File: src/rtl/idct_2d_8x8_seq.sv
// idct_2d_8x8_seq
// Sequential 8x8 two-dimensional inverse DCT built around one shared MAC.
// A block of 64 coefficients is loaded in row-major order (index u*8+v,
// u = vertical frequency). A row pass writes 1-D results into the
// intermediate buffer. A column pass writes the pixels back into the
// coefficient buffer. The 64 samples then stream out in raster order.
// All data words are two's complement Q(W-5).4.
// Ports:
//   clk, rst_n           clock, asynchronous active-low reset
//   in_valid/in_ready    coefficient handshake, in_data = X(u,v)
//   out_valid/out_ready  sample handshake, out_data = x(m,n)
//   out_last             marks sample 63 of a block
//   busy                 block is in ROW, COL or OUT
//   sat                  sticky per block, set if any pass result clamped
module idct_2d_8x8_seq #(
   parameter int DW = 16,
   parameter int IW = 20,
   parameter int CW = 16
) (
   input  logic          clk,
   input  logic          rst_n,
   input  logic          in_valid,
   output logic          in_ready,
   input  logic [DW-1:0] in_data,
   output logic          out_valid,
   input  logic          out_ready,
   output logic [DW-1:0] out_data,
   output logic          out_last,
   output logic          busy,
   output logic          sat
);

   // Accumulator headroom: 8 products of IW x CW bits cannot overflow.
   localparam int AW = IW + CW + 3;
   localparam logic signed [AW-1:0] RND_HALF = {{(AW-14){1'b0}}, 14'h2000};
   localparam logic signed [AW-1:0] IW_MAX = {{(AW-IW+1){1'b0}}, {(IW-1){1'b1}}};
   localparam logic signed [AW-1:0] IW_MIN = {{(AW-IW+1){1'b1}}, {(IW-1){1'b0}}};
   localparam logic signed [AW-1:0] DW_MAX = {{(AW-DW+1){1'b0}}, {(DW-1){1'b1}}};
   localparam logic signed [AW-1:0] DW_MIN = {{(AW-DW+1){1'b1}}, {(DW-1){1'b0}}};

   typedef enum logic [1:0] {
      ST_LOAD = 2'd0,
      ST_ROW  = 2'd1,
      ST_COL  = 2'd2,
      ST_OUT  = 2'd3
   } state_t;

   // K[k][n] = round(8192 * a(k) * cos((2n+1)k*pi/16)), Q1.14.
   // The angle index is reduced mod 32 and folded onto one quarter wave.
   function automatic logic signed [CW-1:0] cos_rom(input logic [2:0] k, input logic [2:0] n);
      logic [5:0]           ang_s;
      logic [4:0]           j_s;
      logic [4:0]           m_s;
      logic [4:0]           q_s;
      logic                 neg_s;
      logic [13:0]          mag_s;
      logic signed [CW-1:0] val_s;
      ang_s = {2'b00, n, 1'b1} * {3'b000, k};
      j_s   = ang_s[4:0];
      m_s   = (j_s > 5'd16) ? (5'd0 - j_s) : j_s;
      neg_s = (m_s > 5'd8);
      q_s   = neg_s ? (5'd16 - m_s) : m_s;
      case (q_s)
         5'd0:    mag_s = 14'd8192;
         5'd1:    mag_s = 14'd8035;
         5'd2:    mag_s = 14'd7568;
         5'd3:    mag_s = 14'd6811;
         5'd4:    mag_s = 14'd5793;
         5'd5:    mag_s = 14'd4551;
         5'd6:    mag_s = 14'd3135;
         5'd7:    mag_s = 14'd1598;
         default: mag_s = 14'd0;
      endcase
      if (k == 3'd0) begin
         mag_s = 14'd5793;
         neg_s = 1'b0;
      end
      val_s = {{(CW-14){1'b0}}, mag_s};
      cos_rom = neg_s ? -val_s : val_s;
   endfunction

   function automatic logic signed [IW-1:0] sat_iw(input logic signed [AW-1:0] v);
      if (v > IW_MAX)      sat_iw = IW_MAX[IW-1:0];
      else if (v < IW_MIN) sat_iw = IW_MIN[IW-1:0];
      else                 sat_iw = v[IW-1:0];
   endfunction

   function automatic logic signed [DW-1:0] sat_dw(input logic signed [AW-1:0] v);
      if (v > DW_MAX)      sat_dw = DW_MAX[DW-1:0];
      else if (v < DW_MIN) sat_dw = DW_MIN[DW-1:0];
      else                 sat_dw = v[DW-1:0];
   endfunction

   state_t                  state_r, state_nxt_s;
   logic signed [DW-1:0]    cbuf_r [64];
   logic signed [IW-1:0]    mbuf_r [64];
   logic [5:0]              cnt_r;
   logic [8:0]              step_r;     // {output index, tap k} in ROW/COL
   logic signed [AW-1:0]    acc_r;
   logic                    in_ready_r, out_valid_r, out_last_r, busy_r, sat_r;
   logic [DW-1:0]           out_data_r;

   logic [2:0]              k_s, pos_s, row_s;
   logic signed [IW-1:0]    opnd_s;
   logic signed [CW-1:0]    coef_s;
   logic signed [IW+CW-1:0] prod_s;
   logic signed [AW-1:0]    sum_s, rnd_s;
   logic                    ovf_iw_s, ovf_dw_s;
   logic signed [IW-1:0]    res_iw_s;
   logic signed [DW-1:0]    res_dw_s;

   assign in_ready  = in_ready_r;
   assign out_valid = out_valid_r;
   assign out_data  = out_data_r;
   assign out_last  = out_last_r;
   assign busy      = busy_r;
   assign sat       = sat_r;

   // MAC datapath: operand select, product, accumulate, round, clamp.
   always_comb begin
      k_s   = step_r[2:0];
      pos_s = step_r[5:3];
      row_s = step_r[8:6];
      if (state_r == ST_ROW) begin
         opnd_s = {{(IW-DW){cbuf_r[{row_s, k_s}][DW-1]}}, cbuf_r[{row_s, k_s}]};
         coef_s = cos_rom(k_s, pos_s);
      end else begin
         opnd_s = mbuf_r[{k_s, pos_s}];
         coef_s = cos_rom(k_s, row_s);
      end
      prod_s = opnd_s * coef_s;
      if (k_s == 3'd0) begin
         sum_s = {{3{prod_s[IW+CW-1]}}, prod_s};
      end else begin
         sum_s = acc_r + {{3{prod_s[IW+CW-1]}}, prod_s};
      end
      rnd_s    = (sum_s + RND_HALF) >>> 14;
      ovf_iw_s = (rnd_s > IW_MAX) || (rnd_s < IW_MIN);
      ovf_dw_s = (rnd_s > DW_MAX) || (rnd_s < DW_MIN);
      res_iw_s = sat_iw(rnd_s);
      res_dw_s = sat_dw(rnd_s);
   end

   // Next-state logic: LOAD -> ROW -> COL -> OUT -> LOAD.
   always_comb begin
      state_nxt_s = state_r;
      case (state_r)
         ST_LOAD: if (in_valid && cnt_r == 6'd63) state_nxt_s = ST_ROW;  else state_nxt_s = ST_LOAD;
         ST_ROW:  if (step_r == 9'd511)           state_nxt_s = ST_COL;  else state_nxt_s = ST_ROW;
         ST_COL:  if (step_r == 9'd511)           state_nxt_s = ST_OUT;  else state_nxt_s = ST_COL;
         ST_OUT:  if (out_ready && out_last_r)    state_nxt_s = ST_LOAD; else state_nxt_s = ST_OUT;
         default: state_nxt_s = ST_LOAD;
      endcase
   end

   // State register.
   always_ff @(posedge clk or negedge rst_n) begin
      if (!rst_n) state_r <= ST_LOAD;
      else        state_r <= state_nxt_s;
   end

   // Word counter, pass step counter and accumulator.
   always_ff @(posedge clk or negedge rst_n) begin
      if (!rst_n) begin
         cnt_r  <= 6'd0;
         step_r <= 9'd0;
         acc_r  <= {AW{1'b0}};
      end else begin
         case (state_r)
            ST_LOAD: begin
               step_r <= 9'd0;
               if (in_valid) cnt_r <= cnt_r + 6'd1;
            end
            ST_ROW, ST_COL: begin
               step_r <= step_r + 9'd1;
               acc_r  <= sum_s;
            end
            ST_OUT:  if (out_ready) cnt_r <= cnt_r + 6'd1;
            default: cnt_r <= 6'd0;
         endcase
      end
   end

   // Coefficient / pixel buffer: loaded by the input, overwritten by COL.
   always_ff @(posedge clk) begin
      if (state_r == ST_LOAD && in_valid)        cbuf_r[cnt_r]       <= in_data;
      else if (state_r == ST_COL && k_s == 3'd7) cbuf_r[step_r[8:3]] <= res_dw_s;
   end

   // Intermediate buffer written at the last tap of each row-pass output.
   always_ff @(posedge clk) begin
      if (state_r == ST_ROW && k_s == 3'd7) mbuf_r[step_r[8:3]] <= res_iw_s;
   end

   // Registered handshake, status and output data.
   always_ff @(posedge clk or negedge rst_n) begin
      if (!rst_n) begin
         in_ready_r  <= 1'b1;
         busy_r      <= 1'b0;
         out_valid_r <= 1'b0;
         out_last_r  <= 1'b0;
         sat_r       <= 1'b0;
         out_data_r  <= {DW{1'b0}};
      end else begin
         in_ready_r <= (state_nxt_s == ST_LOAD);
         busy_r     <= (state_nxt_s != ST_LOAD);
         case (state_r)
            ST_LOAD: if (state_nxt_s == ST_ROW) sat_r <= 1'b0;
            ST_ROW:  if (k_s == 3'd7 && ovf_iw_s) sat_r <= 1'b1;
            ST_COL: begin
               if (k_s == 3'd7 && ovf_dw_s) sat_r <= 1'b1;
               // C[0] was written long before the final column result.
               if (state_nxt_s == ST_OUT) begin
                  out_valid_r <= 1'b1;
                  out_last_r  <= 1'b0;
                  out_data_r  <= cbuf_r[6'd0];
               end
            end
            ST_OUT: begin
               if (out_ready && out_last_r) begin
                  out_valid_r <= 1'b0;
                  out_last_r  <= 1'b0;
               end else if (out_ready) begin
                  out_data_r <= cbuf_r[cnt_r + 6'd1];
                  out_last_r <= (cnt_r == 6'd62);
               end
            end
            default: out_valid_r <= 1'b0;
         endcase
      end
   end

endmodule

File: config.mk
export PLATFORM = sky130hd
export DESIGN_NAME = idct_2d_8x8_seq
export DESIGN_NICKNAME = d
export VERILOG_FILES = /design/src/rtl/idct_2d_8x8_seq.sv
export SDC_FILE = /design/constraint.sdc
export NUM_CORES = 2
export LEC_CHECK = 0
export BUFFER_PORTS_ARGS = -buffer_cell sky130_fd_sc_hd__buf_2
export CORE_ASPECT_RATIO = 1.75
export CORE_MARGIN = 8
export CORE_UTILIZATION = 25
export DETAILED_ROUTE_END_ITERATION = 6
export HOLD_SLACK_MARGIN = 0.06
export PLACE_DENSITY = 0.46
export SETUP_SLACK_MARGIN = 0.1
export SYNTH_ARGS = -nofsm -noshare
export SYNTH_HDL_FRONTEND = slang
export SYNTH_SLANG_ARGS = --single-unit
File: constraint.sdc
create_clock -name clk -period 31.9 [get_ports clk]
set_input_delay 1.595 -clock clk [delete_from_list [all_inputs] [get_ports clk]]
set_output_delay 1.595 -clock clk [all_outputs]
set_load 0.01 [all_outputs]
==> impl_metrics.py <==
metrics = {
    "status": {
        "status": "completed",
    },
    "worst_setup_path": {
        "cpMostUsedCell": "fa_1",
        "cp_slowest_cell": "xnor2_1",
        "crit_family": "compound AO/OA/AOI/OAI gates",
        "crit_type": "reg -> reg",
        "worstPathArrival_ps": 19580,
        "max_stage_delay_ps": 820,
        "worst-path-max-fanout": 64,
        "worstPathRequired_ps": 32290,
        "crit_buf_inv": 4,
        "startpoint_type": "register",
        "end_kind": "register",
    },
    "routing": {
        "viasPerCell": 5.15,
        "drt_first_iter_violations": 6588,
        "drcViolationCount": 0,
        "avgRoutedWirePerCell_microns": 32.2,
        "drtPass1Iterations": 7,
        "ant_nets": 0,
        "wl_microns": 452000,
        "dr_total_vias": 72400,
    },
    "logic_synthesis": {
        "synth-seq-cells": 2381,
        "synth_most_common_cell": "edfxtp_1",
        "netlist_instances": 7600,
        "syn_area_sq_um": 116000,
        "ys_top_cells_by_area": "edfxtp_1 (60%), mux4_2 (12%), fa_1 (5.6%)",
        "synthesis.nets": 8101,
        "synth_area_leader_cell": "edfxtp_1",
        "yosys-top-cells-count": "edfxtp_1 (2,304), nor2_1 (811), mux4_2 (628), inv_1 (408), nand2_1 (350)",
        "synth_edf_count": 2304,
        "ys_seq_area_share_pct": 61.3,
        "syn_avg_cell_area_sq_um": 15.3,
        "yosysWarnings": 0,
        "synth_cell_types": 113,
        "synth_top_area_share_pct": 59.7,
        "ys.flop_type": "edfxtp_1",
        "async_flop_share_pct": 3.23,
    },
    "clock_network": {
        "path_clk_slew_ps": 70,
        "cts_root_buf": "clkbuf_16",
        "cts_hold_buffers": 0,
        "cts_tree": "built",
        "cts_made_buffers": 217,
        "clk_latency_ps": 980,
        "cts_buffer_depth": 4,
        "cts_setup_buffers": 0,
        "cts_resized": 0,
        "htree_levels": 4,
        "cts.sinks": 2381,
    },
    "grt": {
        "grt_max_degree": 106,
        "grt_pass1_wl_microns": 621000,
        "globalRouteMet1Util_pct": 18.9,
        "gr-usage-met3_pct": 2.18,
        "globalRouteTotalUtil_pct": 18.1,
        "grt_pass1_vias": 75400,
        "grt-ovfl-total": 0,
        "antenna_found_initial": 28,
        "met2_usage_pct": 33.0,
        "busiest_layer": "met2",
    },
    "timing": {
        "fin_crit_ps": 19190,
        "drv_slew": 0,
        "clock.fmax_mhz": 52.1,
        "relSlewSlack_pct": 7.18,
        "worstMarginPinSlew_ps": 1390,
        "final-setup-viol-count": 0,
        "fin_skew_ps": 159,
        "rsz0062_at_grt": "no",
        "fin_ws_ps": 12710,
        "finalHoldViolCount": 0,
        "min_period_over_period_pct": 60.2,
        "fin_tns_setup_ps": 0,
    },
    "floorplan": {
        "core_area_sq_um": 463000,
        "rows": 331,
        "num_io_pins": 41,
        "initial_core_util_pct": 25.0,
        "dieArea_sq_um": 487000,
        "die_h_microns": 917,
        "die_x_microns": 531,
    },
    "hold_path": {
        "min_path_type": "reg -> reg",
    },
    "place": {
        "gp_congestion": 0.889,
        "portBuffers": 40,
        "place_area_sq_um": 126000,
        "dpl.hpwl_microns": 295000,
        "pre_cts_ws_ps": 12980,
        "post-place-cells": 13600,
    },
    "layout": {
        "syn_to_final_growth_pct": 14.5,
        "final_cell_area_sq_um": 133000,
        "multiInputGateArea_sq_um": 42800,
        "nets": 8173,
        "fin_cells": 14100,
        "drive_gt1_share_pct": 20.6,
        "regArea_sq_um": 71100,
        "nFillCells": 46600,
    },
    "flow_run": {
        "cap_violations": 0,
    },
}
[layer usage]
metal  part of all wire, %  vias to the layer above
li1                      -                    29700
met2                    53                     2863
met3                   4.8                      974
met1                    34                    38900
met5                0.0064                        -
met4                   9.0                        4
[worst paths after layout]
check                                       from                       to  slack (ps)  depth (start not counted)
min                         acc_r[4]$_DFFE_PN0P_     acc_r[4]$_DFFE_PN0P_         490                          1
max reg2reg                step_r[6]$_DFFE_PN0P_  cbuf_r[62][9]$_DFFE_PP_       12710                         53
max                        step_r[6]$_DFFE_PN0P_  cbuf_r[62][9]$_DFFE_PP_       12710                         53
max in group asynchronous                  rst_n    step_r[2]$_DFFE_PN0P_       29930                          2
min reg2reg                 acc_r[4]$_DFFE_PN0P_     acc_r[4]$_DFFE_PN0P_         490                          1
min in group asynchronous                  rst_n     acc_r[0]$_DFFE_PN0P_         630                          1
[cells by family after synthesis]
| logic type | synth area share (%) |
|---|---|
| buffers and inverters | 2.90 |
| xor gates and xnor gates | 1.05 |
| muxes | 13.8 |
| DFF | 61.3 |
| and+or+nand+nor | 6.09 |
| adders and majority gates | 7.30 |
| AOI/OAI and AO/OA | 7.59 |
[worst reg2reg max path, delay by kind of cell (launching register included)]
family,cells,cell delay (ps)
AOI/OAI and AO/OA,20,6110
xor gates and xnor gates,5,1880
and+or+nand+nor,12,3440
DFF,1,770
buffers and inverters,4,750
muxes,1,790
adders and majority gates,11,4880
[cells in the final DEF (no fill, tap or decap), types with 57 or more instances in the layout]
| master | instances |
|---|---|
| fa_1 | 326 |
| mux2i_1 | 101 |
| nor2_4 | 76 |
| buf_4 | 276 |
| a22oi_1 | 76 |
| nor2_1 | 679 |
| a21oi_1 | 243 |
| edfxtp_1 | 2304 |
| nor2_2 | 57 |
| o21ai_0 | 155 |
| nand3_1 | 67 |
| xnor2_1 | 86 |
| dfrtp_1 | 68 |
| ha_1 | 151 |
| nand2b_1 | 67 |
| inv_1 | 406 |
| o22ai_1 | 328 |
| mux2_2 | 69 |
| nand2_1 | 341 |
| clkbuf_16 | 219 |
| mux4_2 | 628 |
[area by class of cell]
cell class | instances | share of cell area (%)
diodes | 55 | 0.104
flip-flops and latches | 2381 | 53.6
well taps | 6160 | 5.81
clock buffers | 267 | 4.28
inverters | 412 | 1.17
multi-input cells | 4336 | 32.3
clock inverters | 121 | 0.950
repair buffers | 324 | 1.84
[through the flow]
step           hold WS (ps)  utilization [%]
2_1_floorplan           457                -
3_3_place_gp            468             27.1
3_5_place_dp            481             27.1
4_1_cts                 496             28.6
5_1_grt                 525             28.7
6_report                490             28.7
[state kept, by name, indices dropped and copies added, names as in the netlist, 2 cells and up]
name      cells
mbuf_r     1280
out_data     16
step_r        9
cnt_r         6
acc_r        39
cbuf_r     1024
state_r       2
Power is not shown: default switching activity piles up to over one toggle a cycle in this logic, so the estimate is an artifact.
